## src/rtl/rat_irq_pkg.sv

```systemverilog
// Shared types and helpers for the RAT vectored interrupt controller.
package rat_irq_pkg;

    typedef enum logic [1:0] {IDLE, REQ, SERVICE} state_t;

    localparam int PRIO_W = 16;

    function automatic int irq_id_w(input int n);
        return $clog2(n > 1 ? n : 2);
    endfunction

    // Lowest set index wins; an empty vector encodes as 0.
    function automatic logic [3:0] prio_enc(input logic [PRIO_W-1:0] v);
        prio_enc = '0;
        for (int i = PRIO_W - 1; i >= 0; i--)
            if (v[i]) prio_enc = 4'(i);
    endfunction

endpackage

```

## src/rtl/rat_irq_sync.sv

```systemverilog
// One interrupt channel: 2-flop synchroniser plus optional rising-edge detect.
// evt is the synced level (EDGE=0) or a one-cycle rise pulse (EDGE=1).
module rat_irq_sync #(
    parameter bit EDGE = 1'b1
) (
    input  logic clk,
    input  logic rst_n,
    input  logic irq,
    output logic evt
);

    logic [1:0] sync;

    always_ff @(posedge clk or negedge rst_n) begin
        if (!rst_n) sync <= '0;
        else        sync <= {sync[0], irq};
    end

    if (EDGE) begin : g_edge
        logic prev;
        always_ff @(posedge clk or negedge rst_n) begin
            if (!rst_n) prev <= 1'b0;
            else        prev <= sync[1];
        end
        assign evt = sync[1] & ~prev;
    end else begin : g_lvl
        assign evt = sync[1];
    end

endmodule

```

## src/rtl/rat_irq_ctrl.sv

```systemverilog
// Vectored multi-channel interrupt controller for the RAT CPU; owns the I flag.
// Define RAT_IRQ_NEST_EN to allow higher-priority requests to nest over in-service ones.
module rat_irq_ctrl
    import rat_irq_pkg::*;
#(
    parameter int                 NUM_IRQ   = 8,
    parameter int                 ADDR_W    = 10,
    parameter logic [ADDR_W-1:0]  VEC_BASE  = ADDR_W'(10'h3F8),
    parameter logic [NUM_IRQ-1:0] EDGE_MASK = '1
) (
    input  logic                            CLK,
    input  logic                            RESET_N,
    input  logic [NUM_IRQ-1:0]              IRQ,
    input  logic                            I_SET,
    input  logic                            I_CLR,
    input  logic                            MASK_WE,
    input  logic [NUM_IRQ-1:0]              MASK_DIN,
    input  logic                            INTR_ACK,
    input  logic                            INTR_RET,
    output logic                            INTR_REQ,
    output logic [ADDR_W-1:0]               VECTOR,
    output logic [irq_id_w(NUM_IRQ)-1:0]    IRQ_ID,
    output logic                            I_FLAG,
    output logic [NUM_IRQ-1:0]              PENDING
);

    localparam int IDW = irq_id_w(NUM_IRQ);

    state_t             state, state_nxt;
    logic [NUM_IRQ-1:0] pend, mask, evt, act;
    logic [IDW-1:0]     id_q, win;
    logic               i_flag, can_req, id_masked, take;
    state_t             back_st, ret_st;

    for (genvar gi = 0; gi < NUM_IRQ; gi++) begin : g_sync
        rat_irq_sync #(.EDGE(EDGE_MASK[gi])) u_sync (
            .clk  (CLK),
            .rst_n(RESET_N),
            .irq  (IRQ[gi]),
            .evt  (evt[gi])
        );
    end

    assign act  = pend & mask;
    assign win  = IDW'(prio_enc(PRIO_W'(act)));
    assign take = (state == REQ) && INTR_ACK;
    // A mask write in the same cycle counts, so REQ drops right after the write.
    assign id_masked = MASK_WE ? ~MASK_DIN[id_q] : ~mask[id_q];

`ifdef RAT_IRQ_NEST_EN
    logic [NUM_IRQ-1:0] isr, isr_ret;
    logic [IDW-1:0]     isr_top;

    assign isr_top = IDW'(prio_enc(PRIO_W'(isr)));
    assign isr_ret = isr & ~(NUM_IRQ'(1) << isr_top);
    assign can_req = i_flag && (|act) && (~|isr || (win < isr_top));
    assign back_st = (|isr)     ? SERVICE : IDLE;
    assign ret_st  = (|isr_ret) ? SERVICE : IDLE;

    always_ff @(posedge CLK or negedge RESET_N) begin
        if (!RESET_N)                            isr <= '0;
        else if (take)                           isr[id_q] <= 1'b1;
        else if (state == SERVICE && INTR_RET)   isr <= isr_ret;
    end
`else
    assign can_req = i_flag && (|act) && (state == IDLE);
    assign back_st = IDLE;
    assign ret_st  = IDLE;
`endif

    always_comb begin
        state_nxt = state;
        case (state)
            IDLE:    if (can_req) state_nxt = REQ;
            REQ:     if (INTR_ACK)               state_nxt = SERVICE;
                     else if (I_CLR || id_masked) state_nxt = back_st;
            SERVICE: if (INTR_RET)     state_nxt = ret_st;
                     else if (can_req) state_nxt = REQ;
            default: state_nxt = IDLE;
        endcase
    end

    always_ff @(posedge CLK or negedge RESET_N) begin
        if (!RESET_N) begin
            state <= IDLE;
            id_q  <= '0;
        end else begin
            state <= state_nxt;
            if (state_nxt == REQ && state != REQ) id_q <= win;
        end
    end

    always_ff @(posedge CLK or negedge RESET_N) begin
        if (!RESET_N) begin
            mask   <= '0;
            i_flag <= 1'b0;
        end else begin
            if (MASK_WE) mask <= MASK_DIN;
            if (I_CLR || take) i_flag <= 1'b0;
            else if (I_SET)    i_flag <= 1'b1;
        end
    end

    // A fresh edge on the channel being acknowledged keeps it pending.
    always_ff @(posedge CLK or negedge RESET_N) begin
        if (!RESET_N) pend <= '0;
        else begin
            for (int i = 0; i < NUM_IRQ; i++) begin
                if (EDGE_MASK[i]) begin
                    if (evt[i])                           pend[i] <= 1'b1;
                    else if (take && id_q == IDW'(i))     pend[i] <= 1'b0;
                end else begin
                    pend[i] <= evt[i];
                end
            end
        end
    end

    assign INTR_REQ = (state == REQ);
    assign IRQ_ID   = id_q;
    assign VECTOR   = VEC_BASE + ADDR_W'(id_q);
    assign I_FLAG   = i_flag;
    assign PENDING  = pend;

endmodule

```

## config.mk

```make
export PLATFORM = sky130hd
export DESIGN_NAME = rat_irq_ctrl
export DESIGN_NICKNAME = d
export VERILOG_FILES = /design/src/rtl/rat_irq_pkg.sv /design/src/rtl/rat_irq_sync.sv /design/src/rtl/rat_irq_ctrl.sv
export SDC_FILE = /design/constraint.sdc
export NUM_CORES = 1
export LEC_CHECK = 0
export BUFFER_PORTS_ARGS = -buffer_cell sky130_fd_sc_hd__buf_2
export CELL_PAD_IN_SITES_DETAIL_PLACEMENT = 0
export CELL_PAD_IN_SITES_GLOBAL_PLACEMENT = 1
export CORE_MARGIN = 2
export CORE_UTILIZATION = 42
export DETAILED_ROUTE_END_ITERATION = 12
export HOLD_SLACK_MARGIN = 0.08
export PLACE_DENSITY_LB_ADDON = 0.1
export SLEW_MARGIN = 20
export SYNTH_ARGS = -nofsm -noshare
export SYNTH_HDL_FRONTEND = slang
export SYNTH_HIERARCHICAL = 1
export SYNTH_SLANG_ARGS = --single-unit
```

## constraint.sdc

```tcl
create_clock -name CLK -period 2.2 [get_ports CLK]
set_clock_uncertainty 0.2 [all_clocks]
set_input_delay 0.44 -clock CLK [delete_from_list [all_inputs] [get_ports CLK]]
set_output_delay 0.44 -clock CLK [all_outputs]
set_load 0.005 [all_outputs]
```

### Word-level counts from Yosys, hierarchy flattened

Cells that the tools add are included.

* add/sub/neg operators: 1
* magnitude comparators: 1
* eq/ne operators: 11
* mux-type cells: 36
* bitwise operators: 19
* reduce and logical (&&, ||, !) cells: 26

Operators with widths (count)
* $mux 3: 8
* $mux 1: 21
* $reduce_bool 2->1: 9
* $eq 3x3->1 const B: 4
* $logic_and 1x1->1: 12
* $not 1->1: 10
* $and 1x1->1: 8
* $and 8x8->8: 1
* $mux 2: 4
* $reduce_or 8->1: 1
* $bmux 1 s3: 2
* $eq 3x2->1 const B: 2
* $pmux 2 s3: 1
* $add 4x4->5 const A: 1
* $eq 2x1->1 const B: 2
* $lt 3x4->1 const B: 1
* $eq 3x1->1 const B: 1
* $logic_not 3->1: 1
* $eq 2x2->1 const B: 1
* $logic_not 2->1: 1
* $logic_or 1x1->1: 2
* $ne 2x1->1 const B: 1

* flip-flop bits (word level): 46
* input port bits: 23
* output and inout bits: 23
* word-level logic and storage cells: 122

### Logic depth before layout (Yosys ltp)

Gate-level depths: netlist (run 1).

* depth after elaboration: 10
* gate-level depth with buffers: 4
* mapped depth without buffers: 4

### By module

Netlist (run 1), hierarchy kept.

By module, submodules not included
* rat_irq_ctrl: times used 1, cells each 106, area an instance 1201.2 µm², sequential area each 550.5 µm²
* rat_irq_sync: times used 8, cells each 4, area an instance 88.8 µm², sequential area each 75.1 µm²

### Worst setup path after synthesis (run 1)

No wires, ideal clock.

* path type: reg2reg
* start: reg id_q[2] (netlist: IRQ_ID[2])
* end: reg state[0]
* setup time: 137 ps
* arrival: 1268 ps
* required time: 1863 ps
* path slack: 595 ps
* stages on the path, launching flop included: 5
* path buffers: 1
* period minus slack after synthesis: 1605 ps
* cells stage by stage: dfrtp_1 buf_2 mux4_2 mux2i_1 o221ai_1

* longest elaborated chain between the ends: 8
* elaborated cells on any way between the ends: 11
* classes of those cells: mux (8); bitwise (2); reduce/logical (1)

RTL lines
* start, declared: RTL line rat_irq_ctrl.sv:31 `logic [IDW-1:0] id_q, win;`
* start signal, assigned: RTL line rat_irq_ctrl.sv:89 `if (state_nxt == REQ && state != REQ) id_q <= win;`
* $bmux 1 s3: RTL line rat_irq_ctrl.sv:48 `assign id_masked = MASK_WE ? ~MASK_DIN[id_q] : ~mask[id_q];`
* $mux 1 (implied by the code): RTL line rat_irq_ctrl.sv:48
* $not 1->1: RTL line rat_irq_ctrl.sv:48
* $mux 1 (*): RTL line rat_irq_ctrl.sv:48
* $logic_or 1x1->1 (*): RTL line rat_irq_ctrl.sv:76 `else if (I_CLR || id_masked) state_nxt = back_st;`
* $mux 2 (*): RTL line rat_irq_ctrl.sv:76
* $mux 2 (*): RTL line rat_irq_ctrl.sv:75 `REQ: if (INTR_ACK) state_nxt = SERVICE;`
* $pmux 2 s3 (*): RTL line rat_irq_ctrl.sv:73 `case (state)`
* named net state_nxt[0]: RTL line rat_irq_ctrl.sv:29 `state_t state, state_nxt;`
* end signal, assigned: RTL line rat_irq_ctrl.sv:88 `state <= state_nxt;`
* end, declared: RTL line rat_irq_ctrl.sv:29

The timed path passes the listed nets; every way through them passes the cells marked *. The select of a mux whose other input is x is not followed.
A chain may end at the register's enable or synchronous reset.

### Final worst setup path (run 1)

* start: reg id_q[1] (netlist: IRQ_ID[1])
* end: reg state[0]

The elaborated chain is that of the path after synthesis.

==> results by group, run 1 <==
Run status
  – Outcome: finished clean

Final layout
  – Nets@finish: between 200 and 250
  – P&R area growth vs syn: 20.7%
  – Share of post-route cells with drive strength above 1: 0.355
  – Antenna cells: 0

Critical path
  – Worst Setup End Kind: register
  – Startpoint Class: register
  – Worst Path Arrival: between 1.5 and 2 ns
  – RR Endpoint: state[0]$_DFF_PN0_
  – Crit Path Max Fanout: 15
  – R2r setup slk: about 0.39 ns
  – Crit path from: IRQ_ID[1]$_DFFE_PN0P_
  – Worst Path Required: about 2.2 ns
  – WP buf/inv: 0
  – Worst stage delay on the critical path: ~0.66 ns
  – Delay-heaviest family, CP: multiplexers
  – Crit-path slowest cell: dfrtp_1
  – CP Class: reg2reg
  – R2R depth: 3
  – CP cell instances: mux4_2 -> mux2i_1 -> o221ai_1
  – R2r startpoint: IRQ_ID[1]$_DFFE_PN0P_

Timing
  – RSZ-0062 raised after global routing: no
  – Final worst setup slack: roughly 0.39 ns
  – Max Clk Rate: 552 MHz
  – Final setup TNS: 0 ns
  – Minimum clock period: approximately 1.8 ns
  – Final Max Tran Viols: 0
  – Worst-Margin Slew: about 0.6 ns
  – Final Cycle Share: 0.823
  – Max-slew headroom: 0.603
  – Final setup viols: 0
  – Fin. Hold Viols: 0

Synth
  – Synth Cell Area: around 1900 µm²
  – Syn Inst Count: about 140
  – Synth top cells by count: dfrtp_1, buf_4, nand2_1
  – Main synth FF type: dfrtp_1
  – Top-count cell post-synth: dfrtp_1
  – Yosys top cell by area: dfrtp_1
  – Post-synth EDFFs: 0
  – Async SR Flop Fraction: 1.00
  – Yosys Warn Count: 6
  – Area contributors post-synth: dfrtp_1, nor2b_4, mux2_2
  – Yosys cell types: 33
  – Seq/Total Area, Yosys: 0.602
  – #FFs+latches synth: 46
  – Synth top area share: 0.602
  – Syn avg cell area: about 14 µm²

Floorplan
  – Top-Level Pins: 46
  – Starting Density: 0.436
  – Die footprint: 5110 µm²
  – DIE WIDTH: 71.5 µm
  – Core Region: 4380 µm²
  – FP Rows: 24
  – Chip height: approximately 71 µm

CTS
  – CTS tree: done
  – Postcts setup bufs: 0
  – Post-cts resize count: 0
  – Clk slew on worst S/H paths: about 0.08 ns
  – Clk sinks: between 40 and 50
  – Clock Path Buffers: 2
  – Max H-tree Level: 2
  – Clk_lat worst skew: 0.29 ns
  – CTS Hold Buffers Added: 9
  – Root buffer selected by CTS: clkbuf_8
  – Clock buffer count from CTS: 5

Power and ir drop
  – Static Leakage: 1.04 nW
  – Worst vdd ir: approximately 450 µV
  – Power Dens Cells: around 940 nW/µm²

Worst hold path
  – Hold depth: 2
  – Hold Startpoint: I_CLR
  – Hold Path Class: in2reg
  – WHS Endpoint: I_FLAG$_DFFE_PN0P_

Detailed routing
  – DRC viols: 0
  – Drt first-iter violations: 48
  – Post-DRT Antenna Nets: 0
  – Via count: about 1.2k
  – DR WL/cell: ~16 µm
  – DRT Pass-1 Iters: 5
  – Drt via density: 5.15
  – Final wirelength: ~3800 µm

Place
  – PortBufs: 38
  – GP Congestion: ~0.82
  – Hpwl dp: around 2700 µm
  – DP Worst Slack: 0.407 ns

GRT
  – Gr usage total: 0.164
  – First-pass GRT wire length: ~6300 µm
  – Largest net degree at the start of global routing: 28
  – Vias in the first global route: 1249
  – Initial antenna violation count: 0
  – Gr ovfl total: 0

Job
  – Maxcap violations: 0
flip-flops by register name (all words and copies together) (netlist names):
| register | count |
|---|---|
| g_sync.u_sync/sync | 16 |
| mask | 8 |
| I_FLAG | 1 |
| PENDING | 8 |
| state | 2 |
| IRQ_ID | 3 |
| g_sync.u_sync/g_edge.prev | 8 |
worst reg2reg max path, cell delays in order (launching register included):
cell	delay, ns
dfrtp_1	0.66
mux4_2	0.57
mux2i_1	0.15
o221ai_1	0.11
power by group:
| group | internal, mW | switching, mW |
|---|---|---|
| clock network | 0.363 | 0.267 |
| logic | 0.251 | 0.181 |
| registers | 0.940 | 0.167 |
metrics by stage:
stage	power, mW	cell area, µm²	utilization	hold WS, ns	std cells
after CTS	2.19	2310	0.526	0.118	238
after global placement	1.53	2100	0.480	0.132	222
after detailed placement	1.54	2100	0.480	0.135	222
after global routing	2.30	2310	0.526	0.114	238
after floorplan	1.42	1930	-	-0.0556	144
final	2.17	2310	0.526	0.123	238
area by class of cell:
type | instances | area (µm²)
inverters | 2 | 7.51
multi-input cells | 82 | 676
fillers | 387 | 2080
flip-flops and latches | 46 | 1150
clock buffers | 6 | 82.6
well taps | 52 | 65.1
repair buffers | 49 | 295
clock inverters | 1 | 30.0
cell families (layout without fill, tap and decap cells):
group | after synthesis | after routing | share of synthesized area
mux | 14 | 14 | 0.109
compound gates | 24 | 24 | 0.0916
other cells | 1 | 7 | 0.00196
buf+inv | 16 | 58 | 0.0563
simple gates | 37 | 37 | 0.139
flops | 46 | 46 | 0.602
metal layers:
metal | wire length (µm) | vias to the layer above | track usage
met4 | 60 | 0 | 0.0629
li1 | - | 571 | -
met1 | 1760 | 599 | 0.219
met5 | 0 | - | 0
met2 | 1760 | 47 | 0.256
met3 | 191 | 8 | 0.0478
how the worst max path moves through the flow:
stage	end	slack [ns]	cells past startpoint
after floorplan	state[0]$_DFF_PN0_	0.59	4
after detailed placement	state[0]$_DFF_PN0_	0.41	3
final	state[0]$_DFF_PN0_	0.39	3
after CTS	state[0]$_DFF_PN0_	0.37	3
after global routing	state[0]$_DFF_PN0_	0.29	3
after global placement	state[0]$_DFF_PN0_	0.45	3
cells in the final DEF, fill, tap and decap left out, drive strengths merged, types with 2 or more instances in the layout:
| master | count |
|---|---|
| o21ai | 2 |
| mux4 | 4 |
| dfrtp | 46 |
| nand2b | 4 |
| nand3 | 2 |
| inv | 2 |
| a21o | 7 |
| mux2 | 8 |
| nand4 | 3 |
| nor2b | 9 |
| a32o | 2 |
| nand2 | 10 |
| mux2i | 2 |
| clkbuf | 6 |
| o31ai | 2 |
| nor2 | 3 |
| a22oi | 4 |
| a21oi | 4 |
| buf | 40 |
| conb | 7 |
| dlygate4sd3 | 9 |
| nor3b | 2 |
(Power assumes the default switching activity.)
==> inputs of run 2 (changes only) <==
- ABC_AREA: default -> 1
- CORE_UTILIZATION: 42 -> 35
- clock period: 2.2 -> 1.65 ns (I/O delays scaled with it)
==> results by group, run 2 <==
Critical path
  – Delay-heaviest family, CP: flip-flops
  – CP Class: reg2out
  – RR Endpoint: IRQ_ID[2]$_DFFE_PN0P_
  – Worst Path Required: 1.12 ns
  – Crit-path slowest cell: dfrtp_1
  – WP buf/inv: 2
  – Crit Path Max Fanout: 8
  – R2r startpoint: mask[4]$_DFFE_PN0P_
  – R2R depth: 7
  – Startpoint Class: register
  – R2r setup slk: between 0.2 and 0.25 ns
  – Worst Setup End Kind: output pin
  – CP cell instances: buf_4 -> buf_2
  – Worst stage delay on the critical path: ~0.41 ns
  – Worst Path Arrival: 1.00 ns

Floorplan
  – DIE WIDTH: about 80 µm
  – Starting Density: 0.369
  – Top-Level Pins: 46
  – FP Rows: 26
  – Die footprint: between 6000 and 7000 µm²
  – Chip height: ~80 µm
  – Core Region: approximately 5200 µm²

Timing
  – RSZ-0062 raised after global routing: no
  – Final worst setup slack: about 0.12 ns
  – Minimum clock period: 1.53 ns
  – Final Max Tran Viols: 0
  – Fin. Hold Viols: 0
  – Final setup TNS: 0 ns
  – Max Clk Rate: about 650 MHz
  – Final setup viols: 0
  – Final Cycle Share: 0.927

CTS
  – Clock buffer count from CTS: 5
  – Clk_lat worst skew: between 0.2 and 0.3 ns
  – Clock Path Buffers: 2
  – Clk sinks: 46
  – Max H-tree Level: 2
  – Postcts setup bufs: 0
  – Clk slew on worst S/H paths: around 0.09 ns
  – CTS tree: done
  – Root buffer selected by CTS: clkbuf_8

Synth
  – Area contributors post-synth: dfrtp_1, nand2_1, buf_4
  – Syn avg cell area: between 8 and 9 µm²
  – Post-synth EDFFs: 0
  – Async SR Flop Fraction: 1.00
  – Yosys cell types: 18
  – Yosys top cell by area: dfrtp_1
  – Yosys Warn Count: 6
  – Main synth FF type: dfrtp_1
  – Synth top cells by count: nand2_1, dfrtp_1, inv_1
  – Synth top area share: 0.600
  – Top-count cell post-synth: nand2_1
  – Seq/Total Area, Yosys: 0.600
  – Syn Inst Count: 215
  – Synth Cell Area: 1920 µm²
  – #FFs+latches synth: between 40 and 50

Worst hold path
  – Hold Path Class: in2reg
  – WHS Endpoint: state[0]$_DFF_PN0_
  – Hold depth: 4
  – Hold Startpoint: INTR_ACK

Place
  – PortBufs: 38
  – GP Congestion: roughly 0.77
  – Hpwl dp: about 2900 µm
  – Placed insts: 320
  – DP Worst Slack: between 0.2 and 0.25 ns

Detailed routing
  – Drt via density: around 4.2
  – Via count: between 1k and 1.5k
  – Final wirelength: a little over 4000 µm
  – Drt first-iter violations: 59
  – DR top layer: met4
  – Met3 wire len: between 150 and 200 µm
  – DR WL/cell: between 10 and 15 µm
  – DRT met1 WL: ~1900 µm
  – DRC viols: 0
  – Post-DRT Antenna Nets: 0
  – DRT Pass-1 Iters: 4
  – Wire length on met2: 1900 µm

Final layout
  – Largest register FFs: 16
  – Antenna cells: 0
  – P&R area growth vs syn: 28.2%
  – Share of post-route cells with drive strength above 1: 0.235
  – Most common cell after layout, fill and taps aside: nand2_1
  – Nets@finish: 299
  – Reg area: roughly 1200 µm²
  – Register bank with the most flops: g_sync.u_sync/sync
  – Non-Filler Instances: around 350
  – Area of the multi-input gates: between 600 and 700 µm²
  – Most frequent cells in the layout: nand2_1, dfrtp_1, buf_2, inv_1, dlygate4sd3_1
  – Util after Layout: 0.473
  – Filler cell count: about 510

GRT
  – Largest net degree at the start of global routing: 35
  – First-pass GRT wire length: ~6900 µm
  – Gr ovfl total: 0
  – Gr usage total: 0.147
  – Initial antenna violation count: 0
  – Vias in the first global route: 1515

Run status
  – Outcome: finished clean

Power and ir drop
  – Power Dens Cells: about 1200 nW/µm²
  – Worst vdd ir: approximately 560 µV
  – Static Leakage: approximately 1.2 nW

Job
  – Maxcap violations: 0
## run 2: metal layers
metal / vias up / GRT usage
li1: 757 / -
met1: 655 / 0.184
met2: 34 / 0.247
met3: 8 / 0.0345
met4: 0 / 0.0561
met5: - / 0
## run 2: cells by family after synthesis
logic type             share of synthesized area
DFF                                        0.600
AOI/OAI and AO/OA                         0.0385
and+or+nand+nor                            0.262
other                                    0.00196
buffers and inverters                     0.0978
## run 2: area by class of cell
| type | instances | share of cell area |
|---|---|---|
| clock buffer | 6 | 0.0295 |
| inverter | 25 | 0.0381 |
| tap | 70 | 0.0356 |
| sequential | 46 | 0.468 |
| multi-input combinational | 138 | 0.245 |
| timing repair buffer | 60 | 0.169 |
| clock inverter | 2 | 0.0153 |
## run 2: how the worst max path moves through the flow
| stage | from | to | slack [ns] | cells past startpoint |
|---|---|---|---|---|
| finish | IRQ_ID[0]$_DFFE_PN0P_ | VECTOR[0] | 0.12 | 2 |
| detailed placement | mask[1]$_DFFE_PN0P_ | IRQ_ID[2]$_DFFE_PN0P_ | 0.23 | 7 |
| floorplan | PENDING[1]$_DFFE_PN0P_ | IRQ_ID[2]$_DFFE_PN0P_ | 0.34 | 7 |
| CTS | IRQ_ID[0]$_DFFE_PN0P_ | VECTOR[0] | 0.10 | 2 |
| global route | MASK_DIN[0] | state[0]$_DFF_PN0_ | 0.06 | 10 |
| global placement | mask[4]$_DFFE_PN0P_ | IRQ_ID[0]$_DFFE_PN0P_ | 0.23 | 7 |
## run 2: per-stage QoR
| step | hold slack (ns) | area, µm² | power [mW] |
|---|---|---|---|
| floorplan | -0.166 | 1940 | 1.84 |
| global placement | 0.0655 | 2160 | 2.08 |
| finish | 0.0965 | 2460 | 2.90 |
| global route | 0.112 | 2460 | 3.12 |
| CTS | 0.0855 | 2460 | 2.96 |
| detailed placement | 0.0673 | 2160 | 2.08 |
## run 2: worst register-to-register path: cells and delay by family, from the launching register on
kind,cells,cell delay (ns)
AOI/OAI and AO/OA,1,0.07
DFF,1,0.43
and+or+nand+nor,6,0.62
## run 2: what timing repair did
item | 4_1_cts | 5_1_grt
gates resized for setup | 0 | 0
hold buffers | 19 | 0
endpoints found under the hold margin | 30 | 0
## run 2: power by group
group,switching [mW],internal (mW),total (mW)
Clock,0.373,0.452,0.825
Combinational,0.431,0.301,0.731
Sequential,0.108,1.24,1.35
Total,0.912,1.99,2.90
==> inputs of run 3 (changes only) <==
- CELL_PAD_IN_SITES_DETAIL_PLACEMENT: 0 -> default
- CELL_PAD_IN_SITES_GLOBAL_PLACEMENT: 1 -> default
- CORE_UTILIZATION: 35 -> 45
- PLACE_DENSITY: default -> 0.72
- PLACE_DENSITY_LB_ADDON: 0.1 -> default
==> results by group, run 3 (synthesized netlist as in run 2, its figures left out) <==
GRT
  – Gr usage total: 0.163
  – First-pass GRT wire length: about 6300 µm
  – Largest net degree at the start of global routing: 47
  – Gr ovfl total: 0
  – Initial antenna violation count: 0
  – Vias in the first global route: 1392

CTS
  – Root buffer selected by CTS: clkbuf_8
  – Max H-tree Level: 2
  – Clk_lat worst skew: 0.28 ns
  – CTS tree: done
  – Clock Path Buffers: 2
  – Postcts setup bufs: 0
  – Clock buffer count from CTS: 5
  – Clk sinks: 46
  – Clk slew on worst S/H paths: 0.08 ns

Critical path
  – CP Class: reg2out
  – Crit-path slowest cell: dfrtp_1
  – Worst Setup End Kind: output pin
  – Delay-heaviest family, CP: flip-flops
  – Crit Path Max Fanout: 9
  – Startpoint Class: register
  – Worst Path Required: about 1.1 ns
  – Worst stage delay on the critical path: between 0.5 and 0.6 ns
  – CP cell instances: buf_2
  – WP buf/inv: 1
  – Worst Path Arrival: a little under 1 ns

Final layout
  – Filler cell count: 354
  – Most common cell after layout, fill and taps aside: nand2_1
  – Antenna cells: 0
  – Non-Filler Instances: roughly 330
  – Largest register FFs: 16
  – Util after Layout: 0.596
  – P&R area growth vs syn: 26.1%
  – Nets@finish: about 300
  – Register bank with the most flops: g_sync.u_sync/sync
  – Share of post-route cells with drive strength above 1: 0.236
  – Most frequent cells in the layout: nand2_1, dfrtp_1, buf_2, inv_1, dlygate4sd3_1

Floorplan
  – Core Region: ~4100 µm²
  – Chip height: around 69 µm
  – DIE WIDTH: between 60 and 70 µm
  – Starting Density: 0.473
  – Die footprint: 4800 µm²
  – Top-Level Pins: 46
  – FP Rows: 23

Timing
  – Final worst setup slack: around 0.14 ns
  – Min Hold Slack: between 0.09 and 0.1 ns
  – Fin. Hold Viols: 0
  – Minimum clock period: roughly 1.5 ns
  – Final Cycle Share: 0.918
  – Final setup viols: 0
  – Max Clk Rate: about 660 MHz
  – Final Max Tran Viols: 0
  – Final setup TNS: 0 ns
  – RSZ-0062 raised after global routing: no

Place
  – Placed insts: between 200 and 300
  – DP Worst Slack: around 0.18 ns
  – Hpwl dp: between 2000 and 3000 µm
  – PortBufs: 38
  – GP Congestion: ~0.84

Detailed routing
  – Via count: roughly 1.5k
  – Drt via density: ~4.5
  – Drt first-iter violations: between 90 and 100
  – Final wirelength: approximately 3600 µm
  – DRT Pass-1 Iters: 4
  – DR WL/cell: ~11 µm
  – DRC viols: 0
  – Post-DRT Antenna Nets: 0

Job
  – Maxcap violations: 0

Run status
  – Outcome: finished clean

Power and ir drop
  – Worst vdd ir: around 640 µV
  – Static Leakage: approximately 1.2 nW
  – Power Dens Cells: ~1200 nW/µm²

Worst hold path
  – Hold Path Class: in2reg
## run 3: layer usage
metal	wire length [µm]	part of all wire	vias up	track usage
met4	100	0.028	0	0.0610
met1	1540	0.43	646	0.201
li1	-	-	752	-
met3	202	0.056	10	0.0523
met2	1740	0.48	47	0.268
met5	0	0	-	0
## run 3: worst register-to-register path, cell delays in order, from the launching register on
cell and delay [ns]:
dfrtp_2 0.48, buf_4 0.19, nand2_1 0.06, o21ai_1 0.06, nand2_1 0.06, nand3_1 0.07, nand3_1 0.07, nand2_1 0.05
nand2_1 0.05, nand2_1 0.04
## run 3: report_power, final
group	switching (mW)	leakage, nW	internal, mW
clock	0.347	0.0514	0.452
combinational	0.400	0.654	0.285
sequential	0.125	0.526	1.24
## run 3: path summary, 6_finish.rpt
| check | from | end | slack (ns) | cells after the start |
|---|---|---|---|---|
| max | IRQ_ID[1]$_DFFE_PN0P_ | VECTOR[1] | 0.14 | 1 |
| min | MASK_DIN[5] | mask[5]$_DFFE_PN0P_ | 0.1 | 3 |
| max reg2reg | IRQ_ID[0]$_DFFE_PN0P_ | state[0]$_DFF_PN0_ | 0.22 | 9 |
| min reg2reg | g_sync[0].u_sync/sync[0]$_DFF_PN0_ | g_sync[0].u_sync/sync[1]$_DFF_PN0_ | 0.15 | 0 |
| max in group asynchronous | RESET_N | IRQ_ID[0]$_DFFE_PN0P_ | 0.69 | 3 |
| min in group asynchronous | RESET_N | mask[6]$_DFFE_PN0P_ | 0.34 | 3 |
## run 3: layout make-up
cell class,instances,area [µm²],area share
inverters,25,93.8,0.0388
multi-input cells,138,602,0.249
clock inverters,2,37.5,0.0155
clock buffers,6,72.6,0.0300
repair buffers,58,398,0.165
flip-flops and latches,46,1150,0.476
well taps,50,62.6,0.0259
## run 3: repair_timing
action,CTS,global route
resized for setup,0,1
hold buffers,18,0
setup endpoints to repair,0,1
endpoints found under the hold margin,63,0
## run 3: through the flow
stage	power, mW	area (µm²)
after detailed placement	2.04	2130
after CTS	2.89	2420
after global placement	2.04	2130
after floorplan	1.84	1940
final	2.85	2420
after global routing	3.08	2420
